--- src/rtl/bank_readout_scheduler_if.sv ---
// bank_readout_scheduler_if: job requests, RAM read port and output stream of the bank readout scheduler
interface bank_readout_scheduler_if #(parameter int DW = 16);
  logic          bank0_full;
  logic          bank1_full;
  logic          memorization_completed;
  logic          done_bank;
  logic [7:0]    idx_final;
  logic [8:0]    rd_addr;
  logic          rd_en;
  logic [DW-1:0] rd_data;
  logic [DW-1:0] out_data;
  logic          out_valid;
  logic          out_ready;
  logic          out_last;
  logic          out_bank;
  logic [1:0]    bank_released;
  logic          busy;
  logic          overrun;
  modport slave (
    input  bank0_full, bank1_full, memorization_completed, done_bank, idx_final, rd_data, out_ready,
    output rd_addr, rd_en, out_data, out_valid, out_last, out_bank, bank_released, busy, overrun
  );
  modport master (
    output bank0_full, bank1_full, memorization_completed, done_bank, idx_final, rd_data, out_ready,
    input  rd_addr, rd_en, out_data, out_valid, out_last, out_bank, bank_released, busy, overrun
  );
endinterface

--- src/rtl/bank_readout_scheduler.sv ---
// bank_readout_scheduler: queues per-bank readout jobs and streams RAM words through a 2-entry output FIFO
module bank_readout_scheduler #(
  parameter int DEPTH = 200,
  parameter int DW    = 16
) (
  input logic clk,
  input logic reset,
  bank_readout_scheduler_if.slave bus
);
  typedef enum logic [1:0] {IDLE, READ, DRAIN} state_t;
  localparam logic [7:0] LAST = 8'(DEPTH - 1);
  state_t        r_state, w_next;
  logic [1:0]    r_qb, w_qb;
  logic [7:0]    r_ql [2];
  logic [7:0]    w_ql [2];
  logic [1:0]    r_qc, w_qc;
  logic          r_bank;
  logic [7:0]    r_idx, r_last;
  logic [8:0]    r_addr;
  logic          r_inflight, r_if_last, r_if_bank, r_overrun;
  logic [DW+1:0] r_fifo [2];
  logic          r_wp, r_rp;
  logic [1:0]    r_cnt;
  logic [1:0]    w_req, w_held, w_acc;
  logic [7:0]    w_clip, w_len0, w_len1;
  logic          w_start, w_rd_en, w_pop, w_out_last, w_out_bank;
  assign w_pop      = r_cnt != 2'd0 && bus.out_ready;
  assign w_out_last = r_cnt != 2'd0 && r_fifo[r_rp][DW+1];
  assign w_out_bank = r_fifo[r_rp][DW];
  assign w_req      = {bus.bank1_full | (bus.memorization_completed & bus.done_bank),
                       bus.bank0_full | (bus.memorization_completed & ~bus.done_bank)};
  assign w_clip     = bus.idx_final > LAST ? LAST : bus.idx_final;
  assign w_len0     = bus.bank0_full ? LAST : w_clip;
  assign w_len1     = bus.bank1_full ? LAST : w_clip;
  // a bank is busy while queued or owned by the running job, until its last word is accepted
  assign w_held[0]  = (r_qc != 2'd0 && !r_qb[0]) || (r_qc[1] && !r_qb[1]) || (r_state != IDLE && !r_bank);
  assign w_held[1]  = (r_qc != 2'd0 && r_qb[0]) || (r_qc[1] && r_qb[1]) || (r_state != IDLE && r_bank);
  assign w_acc      = w_req & ~w_held;
  assign w_start    = r_state == IDLE && r_qc != 2'd0;
  always_comb begin
    w_rd_en = r_state == READ && (3'(r_cnt) + 3'(r_inflight) - 3'(w_pop)) < 3'd2;
    w_next  = w_start ? READ
            : (r_state == READ && w_rd_en && r_idx == r_last) ? DRAIN
            : (r_state == DRAIN && w_pop && w_out_last) ? IDLE : r_state;
  end
  // pop first, then append; a bank can be queued only once, so pushes always fit
  always_comb begin
    w_qb = r_qb;
    w_ql = r_ql;
    w_qc = r_qc;
    if (w_start) begin
      w_qb[0] = r_qb[1];
      w_ql[0] = r_ql[1];
      w_qc    = r_qc - 2'd1;
    end
    if (w_acc[0]) begin
      w_qb[w_qc[0]] = 1'b0;
      w_ql[w_qc[0]] = w_len0;
      w_qc          = w_qc + 2'd1;
    end
    if (w_acc[1]) begin
      w_qb[w_qc[0]] = 1'b1;
      w_ql[w_qc[0]] = w_len1;
      w_qc          = w_qc + 2'd1;
    end
  end
  always_ff @(posedge clk)
    if (reset) r_state <= IDLE;
    else       r_state <= w_next;
  always_ff @(posedge clk) begin
    if (reset) begin
      r_qb       <= '0;
      r_ql       <= '{default: '0};
      r_qc       <= '0;
      r_bank     <= 1'b0;
      r_idx      <= '0;
      r_last     <= '0;
      r_addr     <= '0;
      r_inflight <= 1'b0;
      r_if_last  <= 1'b0;
      r_if_bank  <= 1'b0;
      r_overrun  <= 1'b0;
      r_fifo     <= '{default: '0};
      r_wp       <= 1'b0;
      r_rp       <= 1'b0;
      r_cnt      <= '0;
    end else begin
      r_qb       <= w_qb;
      r_ql       <= w_ql;
      r_qc       <= w_qc;
      r_overrun  <= |(w_req & w_held);
      if (w_start) begin
        r_bank <= r_qb[0];
        r_last <= r_ql[0];
        r_idx  <= '0;
      end else if (w_rd_en && r_idx != r_last) r_idx <= r_idx + 8'd1;
      if (w_rd_en) r_addr <= {r_bank, r_idx};
      r_inflight <= w_rd_en;
      r_if_last  <= w_rd_en && r_idx == r_last;
      r_if_bank  <= r_bank;
      if (r_inflight) begin
        r_fifo[r_wp] <= {r_if_last, r_if_bank, bus.rd_data};
        r_wp         <= ~r_wp;
      end
      if (w_pop) r_rp <= ~r_rp;
      r_cnt <= r_cnt + 2'(r_inflight) - 2'(w_pop);
    end
  end
  assign bus.rd_en         = w_rd_en;
  assign bus.rd_addr       = w_rd_en ? {r_bank, r_idx} : r_addr;
  assign bus.out_valid     = r_cnt != 2'd0;
  assign bus.out_data      = r_fifo[r_rp][DW-1:0];
  assign bus.out_bank      = w_out_bank;
  assign bus.out_last      = w_out_last;
  assign bus.bank_released = {2{w_pop && w_out_last}} & {w_out_bank, ~w_out_bank};
  assign bus.busy          = r_state != IDLE || r_qc != 2'd0;
  assign bus.overrun       = r_overrun;
endmodule

--- src/flat_wrapper.sv ---
// flat-port wrapper written by rule: the top's interface ports become plain ports
module bank_readout_scheduler_flat 
#(
  parameter int DEPTH = 200,
  parameter int DW    = 16
)
  (clk, reset, bus_bank0_full, bus_bank1_full, bus_memorization_completed, bus_done_bank, bus_idx_final, bus_rd_data, bus_out_ready, bus_rd_addr, bus_rd_en, bus_out_data, bus_out_valid, bus_out_last, bus_out_bank, bus_bank_released, bus_busy, bus_overrun);
  bank_readout_scheduler_if #(.DW(DW)) bus_i ();
  input logic clk;
  input logic reset;
  input wire logic [$bits(bus_i.bank0_full)-1:0] bus_bank0_full;
  input wire logic [$bits(bus_i.bank1_full)-1:0] bus_bank1_full;
  input wire logic [$bits(bus_i.memorization_completed)-1:0] bus_memorization_completed;
  input wire logic [$bits(bus_i.done_bank)-1:0] bus_done_bank;
  input wire logic [$bits(bus_i.idx_final)-1:0] bus_idx_final;
  input wire logic [$bits(bus_i.rd_data)-1:0] bus_rd_data;
  input wire logic [$bits(bus_i.out_ready)-1:0] bus_out_ready;
  output wire logic [$bits(bus_i.rd_addr)-1:0] bus_rd_addr;
  output wire logic [$bits(bus_i.rd_en)-1:0] bus_rd_en;
  output wire logic [$bits(bus_i.out_data)-1:0] bus_out_data;
  output wire logic [$bits(bus_i.out_valid)-1:0] bus_out_valid;
  output wire logic [$bits(bus_i.out_last)-1:0] bus_out_last;
  output wire logic [$bits(bus_i.out_bank)-1:0] bus_out_bank;
  output wire logic [$bits(bus_i.bank_released)-1:0] bus_bank_released;
  output wire logic [$bits(bus_i.busy)-1:0] bus_busy;
  output wire logic [$bits(bus_i.overrun)-1:0] bus_overrun;
  assign bus_i.bank0_full = bus_bank0_full;
  assign bus_i.bank1_full = bus_bank1_full;
  assign bus_i.memorization_completed = bus_memorization_completed;
  assign bus_i.done_bank = bus_done_bank;
  assign bus_i.idx_final = bus_idx_final;
  assign bus_i.rd_data = bus_rd_data;
  assign bus_i.out_ready = bus_out_ready;
  assign bus_rd_addr = bus_i.rd_addr;
  assign bus_rd_en = bus_i.rd_en;
  assign bus_out_data = bus_i.out_data;
  assign bus_out_valid = bus_i.out_valid;
  assign bus_out_last = bus_i.out_last;
  assign bus_out_bank = bus_i.out_bank;
  assign bus_bank_released = bus_i.bank_released;
  assign bus_busy = bus_i.busy;
  assign bus_overrun = bus_i.overrun;
  bank_readout_scheduler #(.DEPTH(DEPTH), .DW(DW)) u_core (.clk(clk), .reset(reset), .bus(bus_i));
endmodule
--- config.mk ---
export PLATFORM = sky130hd
export DESIGN_NAME = bank_readout_scheduler_flat
export DESIGN_NICKNAME = d
export VERILOG_FILES = /design/src/rtl/bank_readout_scheduler_if.sv /design/src/rtl/bank_readout_scheduler.sv /design/src/flat_wrapper.sv
export SDC_FILE = /design/constraint.sdc
export NUM_CORES = 1
export LEC_CHECK = 0
export BUFFER_PORTS_ARGS = -buffer_cell sky130_fd_sc_hd__buf_4
export CAP_MARGIN = 20
export CORE_AREA = 2 2 90 92
export DETAILED_ROUTE_END_ITERATION = 12
export DIE_AREA = 0 0 92 94
export MAX_ROUTING_LAYER = met4
export PLACE_DENSITY = 0.79
export SLEW_MARGIN = 20
export SYNTH_ARGS = -nofsm -noshare
export SYNTH_HDL_FRONTEND = slang
export SYNTH_SLANG_ARGS = --single-unit
--- constraint.sdc ---
create_clock -name clk -period 3.2 [get_ports clk]
set_input_delay 0.48 -clock clk [delete_from_list [all_inputs] [get_ports clk]]
set_output_delay 0.48 -clock clk [all_outputs]
set_load 0.02 [all_outputs]
# Word-level counts from Yosys, hierarchy flattened
# Cells that the tools add are included.
# totals
register_bits,92
inputBits,31
out_inout_bits,33
elab_cells,133
# classes
n_addsub,8
n_lt_le_gt_ge,13
n_eq_ne,4
n_mux,32
n_bitwise,19
reduce_logical,38
# ops
operator,count
2-to-1 mux 18 bit,4
2-to-1 mux 8 bit,6
bitwise mux 36 bit,1
bitwise mux 16 bit,2
2-to-1 mux 16 bit,2
logical AND 1 bit,22
demux 18 bit (select 1 bit),1
demux 8 bit (select 1 bit),2
2-to-1 mux 2 bit,7
2-to-1 mux 9 bit,1
"adder 8 x 1 -> 8 bit, second input constant",1
bitwise AND 2 bit,4
equality test 8 bit,1
">= comparator 2 bit, second input constant",4
"> comparator 8 bit, second input constant",1
!= test 8 bit,1
NOT 1 -> 2 bit,4
nonzero test 2 bit,4
"less-than comparator 2 x 1 -> 1 bit, second input constant",3
logical OR 1 bit,5
"adder 2 x 1 -> 2 bit, second input constant",2
"less-than comparator 1 x 2 -> 1 bit, second input constant",2
2-to-1 mux 1 bit,4
NOT 1 bit,4
18 further kinds,26

# Longest topological paths before layout
# logic_depth
depth_word,14
depth_mapped,14
ltp_nobuf,13

# Least setup slack after synthesis
# OpenSTA, ideal clock, no wires.
# synth_timing
path_type,register -> output
from,register u_core.r_cnt[1]
to,output bus_rd_addr[1]
t_arrival_ps,2734
t_required_ps,2720
slack_ps,-14
stages_incl_launch_ff,12
n_path_buf,1
path_cell_list,dfxtp_1 nor2_1 inv_1 nand2_1 xnor2_1 ha_1 inv_1 fa_1 xor2_1 nor3_1 buf_2 mux2_2
# synth_between
elab_chain_len,6
elab_cells_between_ends,7
classes_between,add/sub: 2; order compare: 1; mux: 1; reduce/logical: 3
# synth_rtl
item,line_no,source
"start, declared",bank_readout_scheduler.sv:23,logic [1:0] r_cnt;
"start signal, assigned",bank_readout_scheduler.sv:106,r_cnt <= r_cnt + 2'(r_inflight) - 2'(w_pop);
nonzero test 2 bit,n/a,
via bus_out_valid,flat_wrapper.sv:21,output wire logic [$bits(bus_i.out_valid)-1:0] bus_out_valid;
logical AND 1 bit,bank_readout_scheduler.sv:27,assign w_pop = r_cnt != 2'd0 && bus.out_ready;
subtractor 3 x 1 -> 3 bit,bank_readout_scheduler.sv:41,w_rd_en = r_state == READ && (3'(r_cnt) + 3'(r_inflight) - 3'(w_pop)) < 3'd2;
less-than comparator 3 x 2 -> 1 bit,bank_readout_scheduler.sv:41,
logical AND 1 bit,bank_readout_scheduler.sv:41,
via bus_rd_en,flat_wrapper.sv:19,output wire logic [$bits(bus_i.rd_en)-1:0] bus_rd_en;
2-to-1 mux 9 bit,bank_readout_scheduler.sv:110,"assign bus.rd_addr = w_rd_en ? {r_bank, r_idx} : r_addr;"
"end, declared",flat_wrapper.sv:18,output wire logic [$bits(bus_i.rd_addr)-1:0] bus_rd_addr;
# The timed path passes the listed nets, and every way through them passes these cells.

# Worst setup path after layout
# layout_timing
from,register u_core.r_cnt[1]
to,output bus_rd_addr[6]
# layout_between
elab_chain_len,6
elab_cells_between_ends,7
classes_between,add/sub: 2; order compare: 1; mux: 1; reduce/logical: 3
# layout_rtl
item,line_no
"parallel branches: the longest is 2 deep, another holds adder 2 x 1 -> 3 bit",n/a
subtractor 3 x 1 -> 3 bit *,bank_readout_scheduler.sv:41
less-than comparator 3 x 2 -> 1 bit *,bank_readout_scheduler.sv:41
logical AND 1 bit *,bank_readout_scheduler.sv:41
2-to-1 mux 9 bit *,bank_readout_scheduler.sv:110
# Mark *: on every way between the ends.

==> run metrics <==
final worst setup slack -0.117 ns; final setup skew 0.0115 ns; Final Util 0.691; reg2reg setup slack roughly 0.29 ns; DIE AREA between 8000 and 9000 µm²; drt via density 5.52; final std cells w/o fill between 600 and 700; Die X between 90 and 100 µm; hpwl dp 6390 µm; gr usage total 0.236; die height 94 µm; Post-DRT Antenna Nets 0; Worst Reg-to-Reg Cells 15; Initial Util 0.566; Clock Latency Late Sink about 0.36 ns; P&R area growth vs syn 22.1%; worst r2r src u_core.r_cnt[1]$_SDFF_PP0_; CP delay by family, top adder cells; endpoint class of the critical path output port; Tcrit/Tclk final 1.04; Sink Count between 90 and 100; hold_ws ~0.36 ns; Pwr Density around 850 nW/µm²; Worst Hold Class in -> reg; max_cap viols 0; critical path type reg -> out; CTS tree yes; relative slew slack 0.464; Leak between 2 and 2.5 nW; Slowest cell on crit path fa_2; Seq/Total Area, Yosys 0.428; htree depth 3; Warnings, synthesis 0; # rows 32; CTS max path bufs 2; status finished with violations; vias in the first global route between 3000 and 4000; Worst EP arrival roughly 2.8 ns; Least-Margin Pin Slew 0.805 ns; # IOs 64; DRC viols 0; CP startpoint u_core.r_cnt[1]$_SDFF_PP0_; # diodes 0; Initial DRT Pass Iterations 4; Place WS approximately 0.19 ns; cts bufs inserted 9; most frequent cells in the layout nand2_1, dfxtp_1, a21oi_1; Via Count about 3800; global-route wire length before repair between 15000 and 20000 µm; PortBufs 63; Crit path required time between 2 and 3 ns; Nets between 600 and 700; Pins Over Slew Limit 0; fin crit period roughly 3.3 ns; ratio of cells with drive above 1 in the final layout 0.247; f_max about 300 MHz; Post-Synth Simple-Gate Area 0.215; cell count after synthesis between 500 and 600; count of final hold-check violations 0; syn_nets between 500 and 600; GP Congestion 0.893; peak supply drop 450 µV; Unique masters post-synth 41; power consumption roughly 0.0045 W; CP startpoint kind flip-flop; initial DRC count approximately 170; critical path depth in cells 12; unrepaired setup endpoints after global routing yes; antenna violations before repair 0; Cell Chain, Critical Path nor2_4 > inv_2 > nand2_4 > xnor2_2 > ha_2 > inv_2 > fa_2 > xor2_2 > nor3_4 > buf_6 > mux2_4 > buf_6; Routed WL ~10000 µm; largest family of logic cells by synthesized area simple AND/OR/NAND/NOR gates; final setup violation count 8; Worst path max stage delay about 0.4 ns; CTS clk-pin slew, worst paths 0.10 ns; gr ovfl total 0; largest net degree at the start of global routing 60; cell total after placement roughly 660; crit path to bus_rd_addr[6]; syn_area_per_cell 8.28 µm²; XOR/XNOR Fraction of Synth Area 0.0407; #FFs+latches synth 92; post-synthesis adder-cell area fraction 0.0134; Compound-Gate Fraction of Synth Area 0.134; wire per inst approximately 15 µm; multiplexer area fraction after synthesis 0.130; CP max FO 7; commonest non-fill, non-tap cell in the layout nand2_1; number of buffer and inverter stages on the critical path 4; CTS root buffer clkbuf_8; reg-to-reg endpoint u_core.r_idx[7]$_SDFFE_PP0P_; Synth Cell Area roughly 4300 µm²; failing checks negative setup slack; Core ar. approximately 7600 µm²; Hold Buf Count CTS 0
## worst reg2reg max path, stage by stage, from the launching register on
cell       delay [ns]
dfxtp_4          0.36
nor2_4           0.11
inv_2            0.06
nand2_4          0.08
xnor2_2          0.11
ha_2             0.19
inv_2            0.04
fa_2             0.41
xor2_2           0.22
nor3_4           0.25
buf_6            0.17
buf_4            0.11
o2111ai_1        0.20
nor3_1           0.31
xnor2_1          0.15
nor2_1           0.05
## repair_timing
| item | 4_1_cts | 5_1_grt |
|---|---|---|
| resized for setup | 6 | 35 |
| setup endpoints to repair | 9 | 10 |
| buffers inserted | 3 | 3 |
| endpoints found under the hold margin | 0 | 0 |
| gates cloned | 1 | 0 |
| pin swaps | 2 | 5 |
## power by group
part | total, W | switching, W | internal (W)
Clock | 0.000909 | 0.000439 | 0.000470
Sequential | 0.00154 | 0.000179 | 0.00136
Combinational | 0.00202 | 0.00111 | 0.000908
Total | 0.00447 | 0.00173 | 0.00274
## layer usage
layer,track usage,wire (µm),up-vias
met1,0.279,4370,1801
met4,0.0808,131,0
met3,0.0457,459,14
li1,-,-,1855
met5,-,0,-
met2,0.404,5070,92
## sequential cells by signal, indices dropped and copies added (netlist names)
register and flops:
u_core.r_fifo 36, u_core.r_ql 16, u_core.r_addr 9, u_core.r_idx 8, u_core.r_last 8, u_core.r_cnt 2, u_core.r_qb 2, u_core.r_qc 2
u_core.r_state 2, u_core.bus.overrun 1, u_core.r_bank 1, u_core.r_if_bank 1, u_core.r_if_last 1, u_core.r_inflight 1, u_core.r_rp 1, u_core.r_wp 1
## final cells by class
type / count / area [µm²]
fill: 611 / 2350
sequential: 92 / 1850
multi-input combinational: 388 / 2400
inverter: 7 / 26.3
timing repair buffer: 77 / 623
clock buffer: 10 / 138
clock inverter: 6 / 95.1
tap: 102 / 128
## through the flow
stage | setup TNS, ns | instance area, µm²
floorplan | 0 | 4310
global placement | 0 | 4820
detailed placement | 0 | 4820
CTS | -1.03 | 5100
global route | -1.61 | 5260
finish | -0.834 | 5260
## Yosys cell counts, drive strengths merged
cell,instances,share of area
nand2,115,0.10
dfxtp,92,0.43
a21oi,68,0.079
nor2,45,0.039
mux2,27,0.071
mux2i,24,0.059
clkbuf,23,0.020
xnor2,15,0.031
nor2b,14,0.020
nand2b,11,0.016
buf,10,0.012
o21ai,9,0.010
inv,7,0.0061
a211oi,6,0.012
nor3,5,0.0058
o211ai,5,0.0087
or2,5,0.0073
or3,5,0.0073
xor2,5,0.010
and2,4,0.0058
nand3,4,0.0046
ha,3,0.0087
nand4,3,0.0044
o311ai,3,0.0061
a21o,2,0.0035
o21bai,2,0.0035
a41oi,1,0.0020
fa,1,0.0046
nor4,1,0.0015
o2111ai,1,0.0020
o221ai,1,0.0035
o22ai,1,0.0015
o311a,1,0.0023
or3b,1,0.0026
## cells by family (layout without fill, tap and decap cells)
family                   after synthesis  after routing
AND/OR/NAND/NOR                      213            213
buffers and inverters                 40            100
flip-flops                            92             92
AO/OA/AOI/OAI                        100            100
multiplexers                          51             51
adder cells (fa/ha/maj)                4              4
XOR/XNOR                              20             20
## worst min path at each step
stage                                      from                              to  slack, ns  cells past startpoint
CTS                              bus_rd_data[2]  u_core.r_fifo[20]$_SDFFE_PP0P_       0.36                      3
floorplan             u_core.r_ql[8]$_SDFF_PP0_   u_core.r_last[0]$_SDFFE_PP0P_       0.43                      2
finish                           bus_rd_data[2]  u_core.r_fifo[20]$_SDFFE_PP0P_       0.36                      3
global route                     bus_rd_data[2]  u_core.r_fifo[20]$_SDFFE_PP0P_       0.35                      3
detailed placement  u_core.r_if_last$_SDFF_PP0_  u_core.r_fifo[17]$_SDFFE_PP0P_       0.44                      2
global placement    u_core.r_if_bank$_SDFF_PP0_  u_core.r_fifo[16]$_SDFFE_PP0P_       0.44                      2
Power figures use the tool's default switching activity.
